File: config.mk
export PLATFORM = sky130hd
export DESIGN_NAME = btn_seq_unlock
export DESIGN_NICKNAME = d
export VERILOG_FILES = /design/src/rtl/unlock_pkg.sv /design/src/rtl/btn_debounce.sv /design/src/rtl/btn_seq_unlock.sv
export SDC_FILE = /design/constraint.sdc
export NUM_CORES = 1
export LEC_CHECK = 0
export ABC_AREA = 0
export BUFFER_PORTS_ARGS = -buffer_cell sky130_fd_sc_hd__buf_2
export CORE_ASPECT_RATIO = 0.7
export CORE_UTILIZATION = 40
export CTS_CLUSTER_DIAMETER = 40
export CTS_CLUSTER_SIZE = 30
export DETAILED_ROUTE_END_ITERATION = 10
export PLACE_DENSITY_LB_ADDON = 0.05
export SLEW_MARGIN = 0
export SYNTH_ARGS = -nofsm -noshare
export SYNTH_HDL_FRONTEND = slang
export SYNTH_HIERARCHICAL = 1
export SYNTH_SLANG_ARGS = --single-unit
File: constraint.sdc
create_clock -name CLOCK_100MHz -period 8 [get_ports CLOCK_100MHz]
set_input_delay 0.8 -clock CLOCK_100MHz [delete_from_list [all_inputs] [get_ports CLOCK_100MHz]]
set_output_delay 0.8 -clock CLOCK_100MHz [all_outputs]
set_load 0.1 [all_outputs]
File: src/rtl/unlock_pkg.sv
// Shared types and constants for the button-sequence unlock controller.
// Button codes equal the BTN bit index: C=0, L=1, U=2, R=3.
package unlock_pkg;

  typedef enum logic [1:0] {
    ST_IDLE    = 2'd0,
    ST_ENTRY   = 2'd1,
    ST_UNLOCK  = 2'd2,
    ST_LOCKOUT = 2'd3
  } state_e;

  localparam logic [1:0] BTN_CODE_C = 2'd0;
  localparam logic [1:0] BTN_CODE_L = 2'd1;
  localparam logic [1:0] BTN_CODE_U = 2'd2;
  localparam logic [1:0] BTN_CODE_R = 2'd3;

  // Counter width for values 0..n-1, never narrower than one bit.
  function automatic int safe_clog2(input int n);
    return (n > 1) ? $clog2(n) : 1;
  endfunction

endpackage

File: src/rtl/btn_debounce.sv
// One button channel: 2-flop synchroniser, debounce counter and a one-cycle
// press pulse on an accepted rising level. Release edges produce nothing.
module btn_debounce
  import unlock_pkg::*;
#(
  parameter int DEBOUNCE_CYC = 1_000_000
) (
  input  logic i_clk,
  input  logic i_rst_n,
  input  logic i_btn,
  output logic o_press
);

  localparam int CNT_W = safe_clog2(DEBOUNCE_CYC);
  localparam logic [CNT_W-1:0] CNT_LAST = CNT_W'(DEBOUNCE_CYC - 1);

  logic             r_sync1;
  logic             r_sync2;
  logic             r_stable;
  logic             r_press;
  logic [CNT_W-1:0] r_cnt;

  // NOTE: sequential state uses non-blocking (<=) so every flop samples the
  // pre-edge value of its neighbours; blocking here would collapse the
  // synchroniser chain into a single stage.
  always_ff @(posedge i_clk or negedge i_rst_n) begin
    if (!i_rst_n) begin
      r_sync1  <= 1'b0;
      r_sync2  <= 1'b0;
      r_stable <= 1'b0;
      r_press  <= 1'b0;
      r_cnt    <= '0;
    end else begin
      r_sync1 <= i_btn;
      r_sync2 <= r_sync1;
      r_press <= 1'b0;
      // Any return to the accepted level restarts the qualification window.
      if (r_sync2 == r_stable) begin
        r_cnt <= '0;
      end else if (r_cnt == CNT_LAST) begin
        r_cnt    <= '0;
        r_stable <= r_sync2;
        r_press  <= r_sync2;
      end else begin
        r_cnt <= r_cnt + 1'b1;
      end
    end
  end

  assign o_press = r_press;

endmodule

File: src/rtl/btn_seq_unlock.sv
// Button-sequence unlock controller: debounced presses are matched against a
// code latched on ARM, with inter-press timeout, failure count and lockout.
module btn_seq_unlock
  import unlock_pkg::*;
#(
  parameter int SEQ_LEN      = 6,
  parameter int DEBOUNCE_CYC = 1_000_000,
  parameter int TIMEOUT_CYC  = 500_000_000,
  parameter int MAX_FAILS    = 3,
  parameter int LOCKOUT_CYC  = 1_000_000_000
) (
  input  logic                               CLOCK_100MHz,
  input  logic                               RESET_N,
  input  logic [3:0]                         BTN,
  input  logic [2*SEQ_LEN-1:0]               CODE,
  input  logic                               ARM,
  input  logic                               RELOCK,
  output logic                               UNLOCKED,
  output logic                               LOCKED_OUT,
  output logic [$clog2(SEQ_LEN+1)-1:0]       STEP,
  output logic [1:0]                         EXP_CODE,
  output logic                               OK_PULSE,
  output logic                               FAIL_PULSE,
  output logic [$clog2(MAX_FAILS+1)-1:0]     FAIL_CNT
);

  localparam int STEP_W  = $clog2(SEQ_LEN + 1);
  localparam int FC_W    = $clog2(MAX_FAILS + 1);
  localparam int TMR_MAX = (TIMEOUT_CYC > LOCKOUT_CYC) ? TIMEOUT_CYC : LOCKOUT_CYC;
  localparam int TMR_W   = safe_clog2(TMR_MAX);

  localparam logic [TMR_W-1:0]  TMO_LAST  = TMR_W'(TIMEOUT_CYC - 1);
  localparam logic [TMR_W-1:0]  LCK_LAST  = TMR_W'(LOCKOUT_CYC - 1);
  localparam logic [TMR_W-1:0]  TMR_SAT   = '1;
  localparam logic [STEP_W-1:0] STEP_LAST = STEP_W'(SEQ_LEN - 1);
  localparam logic [FC_W-1:0]   FAIL_LIM  = FC_W'(MAX_FAILS);

  state_e                 r_state;
  state_e                 w_next_state;
  logic [STEP_W-1:0]      r_step;
  logic [TMR_W-1:0]       r_timer;
  logic [FC_W-1:0]        r_fail_cnt;
  logic [2*SEQ_LEN-1:0]   r_code;
  logic                   r_ok;
  logic                   r_fail;

  logic [3:0]             w_press;
  logic                   w_any;
  logic                   w_one;
  logic [1:0]             w_code;
  logic [2*SEQ_LEN+1:0]   w_code_pad;
  logic [1:0]             w_exp;
  logic                   w_hit;
  logic                   w_expire;
  logic                   w_fail;
  logic                   w_last;
  logic [FC_W-1:0]        w_fail_inc;
  logic                   w_lock;
  logic                   w_lock_done;

  for (genvar g = 0; g < 4; g++) begin : g_btn
    btn_debounce #(
      .DEBOUNCE_CYC (DEBOUNCE_CYC)
    ) u_debounce (
      .i_clk   (CLOCK_100MHz),
      .i_rst_n (RESET_N),
      .i_btn   (BTN[g]),
      .o_press (w_press[g])
    );
  end

  // NOTE: every always_comb output gets a default first; a path that leaves
  // one unassigned would infer a latch.
  always_comb begin
    w_any  = |w_press;
    w_one  = 1'b0;
    w_code = BTN_CODE_C;
    case (w_press)
      4'b0001: begin w_one = 1'b1; w_code = BTN_CODE_C; end
      4'b0010: begin w_one = 1'b1; w_code = BTN_CODE_L; end
      4'b0100: begin w_one = 1'b1; w_code = BTN_CODE_U; end
      4'b1000: begin w_one = 1'b1; w_code = BTN_CODE_R; end
      default: ;
    endcase
  end

  // Padding keeps the select in range when STEP sits at SEQ_LEN in UNLOCK.
  assign w_code_pad  = {2'b00, r_code};
  assign w_exp       = w_code_pad[{r_step, 1'b0} +: 2];
  assign w_hit       = w_one && (w_code == w_exp);
  assign w_expire    = !w_any && (r_step != '0) && (r_timer == TMO_LAST);
  assign w_fail      = (w_any && !w_hit) || w_expire;
  assign w_last      = (r_step == STEP_LAST);
  assign w_fail_inc  = r_fail_cnt + 1'b1;
  assign w_lock      = (w_fail_inc == FAIL_LIM);
  assign w_lock_done = (r_timer == LCK_LAST);

  always_ff @(posedge CLOCK_100MHz or negedge RESET_N) begin
    if (!RESET_N) r_state <= ST_IDLE;
    else          r_state <= w_next_state;
  end

  always_comb begin
    w_next_state = r_state;
    case (r_state)
      ST_IDLE:    if (ARM) w_next_state = ST_ENTRY;
      ST_ENTRY: begin
        if (w_hit && w_last)     w_next_state = ST_UNLOCK;
        else if (w_fail && w_lock) w_next_state = ST_LOCKOUT;
      end
      ST_UNLOCK:  if (RELOCK) w_next_state = ST_IDLE;
      ST_LOCKOUT: if (w_lock_done) w_next_state = ST_ENTRY;
      default:    w_next_state = ST_IDLE;
    endcase
  end

  always_comb begin
    UNLOCKED   = (r_state == ST_UNLOCK);
    LOCKED_OUT = (r_state == ST_LOCKOUT);
    EXP_CODE   = (r_state == ST_ENTRY) ? w_exp : 2'b00;
  end

  // NOTE: the code register is reset with everything else; it is only a few
  // flops, and a defined value keeps EXP_CODE clean before the first ARM.
  always_ff @(posedge CLOCK_100MHz or negedge RESET_N) begin
    if (!RESET_N) begin
      r_step     <= '0;
      r_timer    <= '0;
      r_fail_cnt <= '0;
      r_code     <= '0;
      r_ok       <= 1'b0;
      r_fail     <= 1'b0;
    end else begin
      r_ok   <= 1'b0;
      r_fail <= 1'b0;
      case (r_state)
        ST_IDLE: begin
          if (ARM) begin
            r_code  <= CODE;
            r_step  <= '0;
            r_timer <= '0;
          end
        end
        ST_ENTRY: begin
          // A press in the expiry cycle wins; w_expire requires no press.
          if (w_hit) begin
            r_ok    <= 1'b1;
            r_step  <= r_step + 1'b1;
            r_timer <= '0;
            if (w_last) r_fail_cnt <= '0;
          end else if (w_fail) begin
            r_fail     <= 1'b1;
            r_step     <= '0;
            r_timer    <= '0;
            r_fail_cnt <= w_fail_inc;
          end else if (r_step != '0 && r_timer != TMR_SAT) begin
            r_timer <= r_timer + 1'b1;
          end
        end
        ST_UNLOCK: begin
          if (RELOCK) r_step <= '0;
        end
        ST_LOCKOUT: begin
          if (w_lock_done) begin
            r_timer    <= '0;
            r_step     <= '0;
            r_fail_cnt <= '0;
          end else if (r_timer != TMR_SAT) begin
            r_timer <= r_timer + 1'b1;
          end
        end
        default: ;
      endcase
    end
  end

  assign STEP       = r_step;
  assign FAIL_CNT   = r_fail_cnt;
  assign OK_PULSE   = r_ok;
  assign FAIL_PULSE = r_fail;

endmodule

* Word level (Yosys, flattened, before mapping) *
Index checks and enable logic that the tools add are counted.

storage, ports and cells
  register bits = 147
  bits in latches = 0
  memory bits (writable) = 0
  ROM bits = 0
  output and inout port bits = 11
  memories kept = 0

operators by class
  add/subtract/negate cells = 7
  $mul = 0
  div/mod/pow operators = 0
  order comparisons = 0
  equal/unequal tests = 29
  shift operators = 1
  muxes and demuxes = 48
  bitwise gates (word level) = 4
  reduce and logical (&&, ||, !) cells = 25

operator list
  operator               number
  $mux 30                6
  $mux 20                8
  $pmux 30 s3            1
  $add 20x1->20 const B  4
  $eq 20x20->1 const B   4
  $add 30x1->30 const B  1
  $eq 30x29->1 const B   1
  $eq 30x30->1 const B   1
  $ne 30x30->1 const B   1
  $mux 2                 10
  $reduce_and 4->1       4
  $mux 3                 5
  $mux 1                 14
  $shiftx 14x5->2        1
  $pmux 3 s4             1
  $reduce_and 2->1       5
  $ne 3x3->1 const B     3
  $pmux 2 s4             1
  $reduce_or 4->1        2
  $logic_and 1x1->1      7
  $eq 2x2->1 const B     3
  $pmux 2 s3             1
  $reduce_bool 3->1      2
  $eq 1x1->1             4
  19 further kinds       24

* Depth between registers and ports, before layout *
  word-level depth = 11
  gate-level depth with buffers = 12
  depth with buffers taken out = 9

* Modules after synthesis *
The synthesis kept the hierarchy.

by module, submodules not included
  module          times used  cells each  area an instance (µm²)
  btn_debounce    4           116         1136.1
  btn_seq_unlock  1           331         2947.8

* Worst setup path before layout *
No wires, ideal clock.

  kind = register -> output
  start point = register r_step[0] (netlist: STEP[0])
  end point = output EXP_CODE[0]
  arrival = 3.091 ns
  slack = 4.109 ns
  cell stages (with the launch flop) = 7
  buffers on the path = 2
  cells stage by stage = dfrtp_1 > clkbuf_1 > nor2b_1 > a22oi_1 > and2_1 > clkbuf_1 > nor2_1

on the way
  word-level cells in the longest chain between the ends = 2

RTL lines
  what                      RTL line               text
  start: declaration        btn_seq_unlock.sv:40   logic [STEP_W-1:0] r_step;
  start signal: assignment  btn_seq_unlock.sv:148  r_step <= r_step + 1'b1;
  $shiftx 14x5->2           btn_seq_unlock.sv:89   assign w_exp = w_code_pad[{r_step, 1'b0} +: 2];
  $mux 2                    btn_seq_unlock.sv:120  EXP_CODE = (r_state == ST_ENTRY) ? w_exp : 2'b00;
  end: declaration          btn_seq_unlock.sv:21   output logic [1:0] EXP_CODE,

No other way between the ends.

* Worst setup path after layout *
  start point = register r_timer[0]
  end point = register r_timer[4]

on the way
  word-level cells in the longest chain between the ends = 6
  elaborated cells between the ends (all ways) = 16

RTL lines
  what                                                                   RTL line               text
  start: declaration                                                     btn_seq_unlock.sv:41   logic [TMR_W-1:0] r_timer;
  start signal: assignment                                               btn_seq_unlock.sv:157  r_timer <= r_timer + 1'b1;
  start signal: assignment                                               btn_seq_unlock.sv:169  r_timer <= r_timer + 1'b1;
  parallel branches: the longest is 6 deep, another holds $add 30x1->30  n/a

Parallel ways; which one is timed is not known. The select of a mux whose other input is x is not followed.
A chain may end at the register's enable or synchronous reset.

==> impl_metrics.py <==
metrics = {
    "run_status": {
        "status": "finished with violations",
        "violations": "DRC",
    },
    "setup_path": {
        "cp_max_fo": 25,
        "criticalPathCategory": "flop to flop",
        "cp-start-kind": "flop",
        "worstPathArrival_ns": 4.46,
        "r2r_slack_ns": 3.83,
        "r2r_end": "r_timer[4]$_DFFE_PN0P_",
        "r2r_start": "r_timer[0]$_DFFE_PN0P_",
        "reg2regPathDepth": 9,
        "crit_path_end_kind": "flop",
        "worst_ep_required_time_ns": 8.29,
    },
    "placement": {
        "placed_area_sq_um": 7880,
        "io_buffers": 30,
        "gp_congestion": 0.883,
        "post-dp-hpwl_mm": 11.7,
    },
    "timing": {
        "rsz0062_at_grt": "no",
        "slew_headroom": 0.181,
        "setup_viol": 0,
        "final.setup_skew_ns": 0.0141,
        "min_period_ns": 4.17,
        "finalHoldViolCount": 0,
        "fin_setup_tns_ns": 0,
        "timing.final.crit_share": 0.521,
        "fmax_ghz": 0.240,
        "tightest_slew_ns": 1.23,
        "drv_slew": 0,
    },
    "detailed_routing": {
        "drt_iter0_markers": 440,
        "vias": 5926,
        "ant_nets": 0,
        "wirelength_mm": 16.8,
        "wire_per_inst_um": 15.8,
        "drc": 12,
        "post_drt_via_cell_ratio": 5.55,
        "drt_first_pass_iters": 8,
    },
    "final_layout": {
        "antenna_cells": 0,
        "layout-drive-gt1-share": 0.143,
        "n_fill_cell": 1722,
        "seq_area_sq_um": 3680,
        "final_area_sq_um": 8460,
        "fin_nets": 848,
        "area_growth_pct": 13.0,
        "multiInputGateArea_sq_um": 3560,
    },
    "logic_synthesis": {
        "syn_area_per_cell_sq_um": 9.42,
        "yosysWarningCount": 6,
        "ys_types": 55,
        "synthCells": 795,
        "netlist_top_cells_count": "dfrtp_1 (147), nor2_1 (93), o21ai_0 (63), nand2_1 (53), nand3_1 (45)",
        "ys_seq_elements": 147,
        "synth_edf_count": 0,
        "synth.most_common_cell": "dfrtp_1",
        "yosys.area.top_type_share": 0.491,
        "syn_area_sq_um": 7490,
        "synth_seq_area_share": 0.491,
        "synth_area_leaders": "dfrtp_1 (49%), nor2_1 (4.7%), o21ai_0 (4.2%), mux2_2 (3.2%), nand3_1 (3.0%)",
        "synth_ff_type": "dfrtp_1",
        "syn-num-nets": 824,
        "yosysTopAreaCell": "dfrtp_1",
        "async_flop_share": 1.00,
    },
    "grt": {
        "grt_overflow": 0,
        "grt_max_degree": 89,
        "grt_util_all_layers": 0.186,
        "grt_pass1_wl_mm": 28.0,
        "antenna_found_initial": 0,
        "grt_pass1_vias": 5574,
    },
    "clocking": {
        "clk_path_buf_depth": 2,
        "cts_tree": "built",
        "h-tree-depth": 4,
        "ctsHoldBuffers": 0,
        "cts-root-buf": "clkbuf_16",
        "path_clk_slew_ns": 0.06,
        "cts_resized": 0,
        "insertion_delay_ns": 0.42,
        "clock_sinks": 147,
        "post-cts-setup-buffer-count": 0,
        "cts_buffers": 17,
    },
    "run": {
        "max_cap_violations": 0,
    },
    "power_and_ir_drop": {
        "p_leak_nw": 3.36,
        "power.density_nw_per_um2": 227,
        "max-vdd-ir-drop_mv": 0.121,
    },
    "die": {
        "num_io_pins": 31,
        "die_area_sq_um": 19300,
        "num_rows": 41,
        "die_h_um": 117,
        "coreArea_sq_um": 18200,
        "initial_core_util": 0.413,
        "die-width_um": 166,
    },
    "hold_path": {
        "worstHoldStart": "g_btn[0].u_debounce/r_sync1$_DFF_PN0_",
        "hold_depth": 0,
        "min_to": "g_btn[0].u_debounce/r_sync2$_DFF_PN0_",
        "min_path_type": "flop to flop",
    },
}
worst max-delay path by stage:
stage,from,endpoint,cells past startpoint
after floorplan,STEP[0]$_DFFE_PN0P_,EXP_CODE[0],6
after global placement,r_timer[0]$_DFFE_PN0P_,r_timer[4]$_DFFE_PN0P_,9
after detailed placement,r_timer[0]$_DFFE_PN0P_,r_timer[15]$_DFFE_PN0P_,9
after CTS,r_timer[0]$_DFFE_PN0P_,r_timer[4]$_DFFE_PN0P_,9
after global routing,r_timer[0]$_DFFE_PN0P_,r_timer[20]$_DFFE_PN0P_,9
final,r_timer[0]$_DFFE_PN0P_,r_timer[4]$_DFFE_PN0P_,9
critical path: stages (launching register included):
cell and delay [ns]:
dfrtp_1 0.38, ha_1 0.24, nand4_1 0.28, or4_1 0.61, or4_1 0.69, a21oi_2 1.02
a22oi_1 0.22, buf_4 0.28, o21ai_0 0.19, o21ai_0 0.11
report_power, final:
group          leakage (nW)  total [W]  internal (W)  switching, W
logic                  1.10   0.000244     0.0000912      0.000153
registers              1.98   0.000884      0.000812     0.0000716
clock network         0.288   0.000794      0.000489      0.000305
layout make-up:
cell class              count  area share
inverters                  35      0.0155
flip-flops and latches    147       0.435
well taps                 236      0.0349
clock inverters             9      0.0123
repair buffers             37      0.0247
clock buffers              22      0.0572
multi-input cells         581       0.421
routing by layer:
metal / share of wire / vias up / global-route usage
met5: 0 / - / 0
met3: 0.046 / 14 / 0.0440
li1: - / 2914 / -
met4: 0.0093 / 0 / 0.0491
met1: 0.53 / 2878 / 0.281
met2: 0.42 / 120 / 0.266
registers in the layout (all words and copies together), names as in the netlist:
| register | count |
|---|---|
| OK_PULSE | 1 |
| g_btn.u_debounce/r_cnt | 80 |
| FAIL_PULSE | 1 |
| STEP | 3 |
| g_btn.u_debounce/r_stable | 4 |
| g_btn.u_debounce/r_sync1 | 4 |
| r_code | 12 |
| r_timer | 30 |
| g_btn.u_debounce/r_sync2 | 4 |
| FAIL_CNT | 2 |
| g_btn.u_debounce/o_press | 4 |
| r_state | 2 |
cell families after synthesis:
group,after synthesis,synth area share
DFF,147,0.491
AOI/OAI and AO/OA,163,0.129
and+or+nand+nor,340,0.241
buffers and inverters,67,0.0344
muxes,25,0.0386
adders and majority gates,9,0.0150
xor gates and xnor gates,44,0.0514
per-stage QoR:
stage	total power (W)	instances	hold slack, ns	setup WS, ns	utilization
CTS	0.00195	1067	0.352	3.83	0.466
floorplan	0.00106	795	0.331	4.11	-
global placement	0.00113	1036	0.339	3.98	0.434
detailed placement	0.00114	1036	0.340	3.82	0.434
finish	0.00192	1067	0.352	3.83	0.466
global route	0.00202	1067	0.365	3.49	0.466
cells in the final DEF, fill, tap and decap left out, types with 5 or more instances in the layout:
cell / n
a21oi_1: 43
a31oi_1: 15
and2_1: 8
and3_1: 7
buf_2: 29
buf_4: 7
clkbuf_16: 17
dfrtp_1: 147
ha_1: 9
inv_1: 35
mux2_2: 21
nand2_1: 53
nand3_1: 45
nand4_1: 24
nor2_1: 93
nor2b_1: 5
nor3_1: 12
nor4_1: 10
nor4bb_1: 5
o21ai_0: 59
o31ai_1: 22
or2_2: 5
or3_1: 11
or3_2: 12
or4_1: 26
xnor2_1: 24
xor2_1: 20
Note: power is estimated with default switching activity, not from simulation.
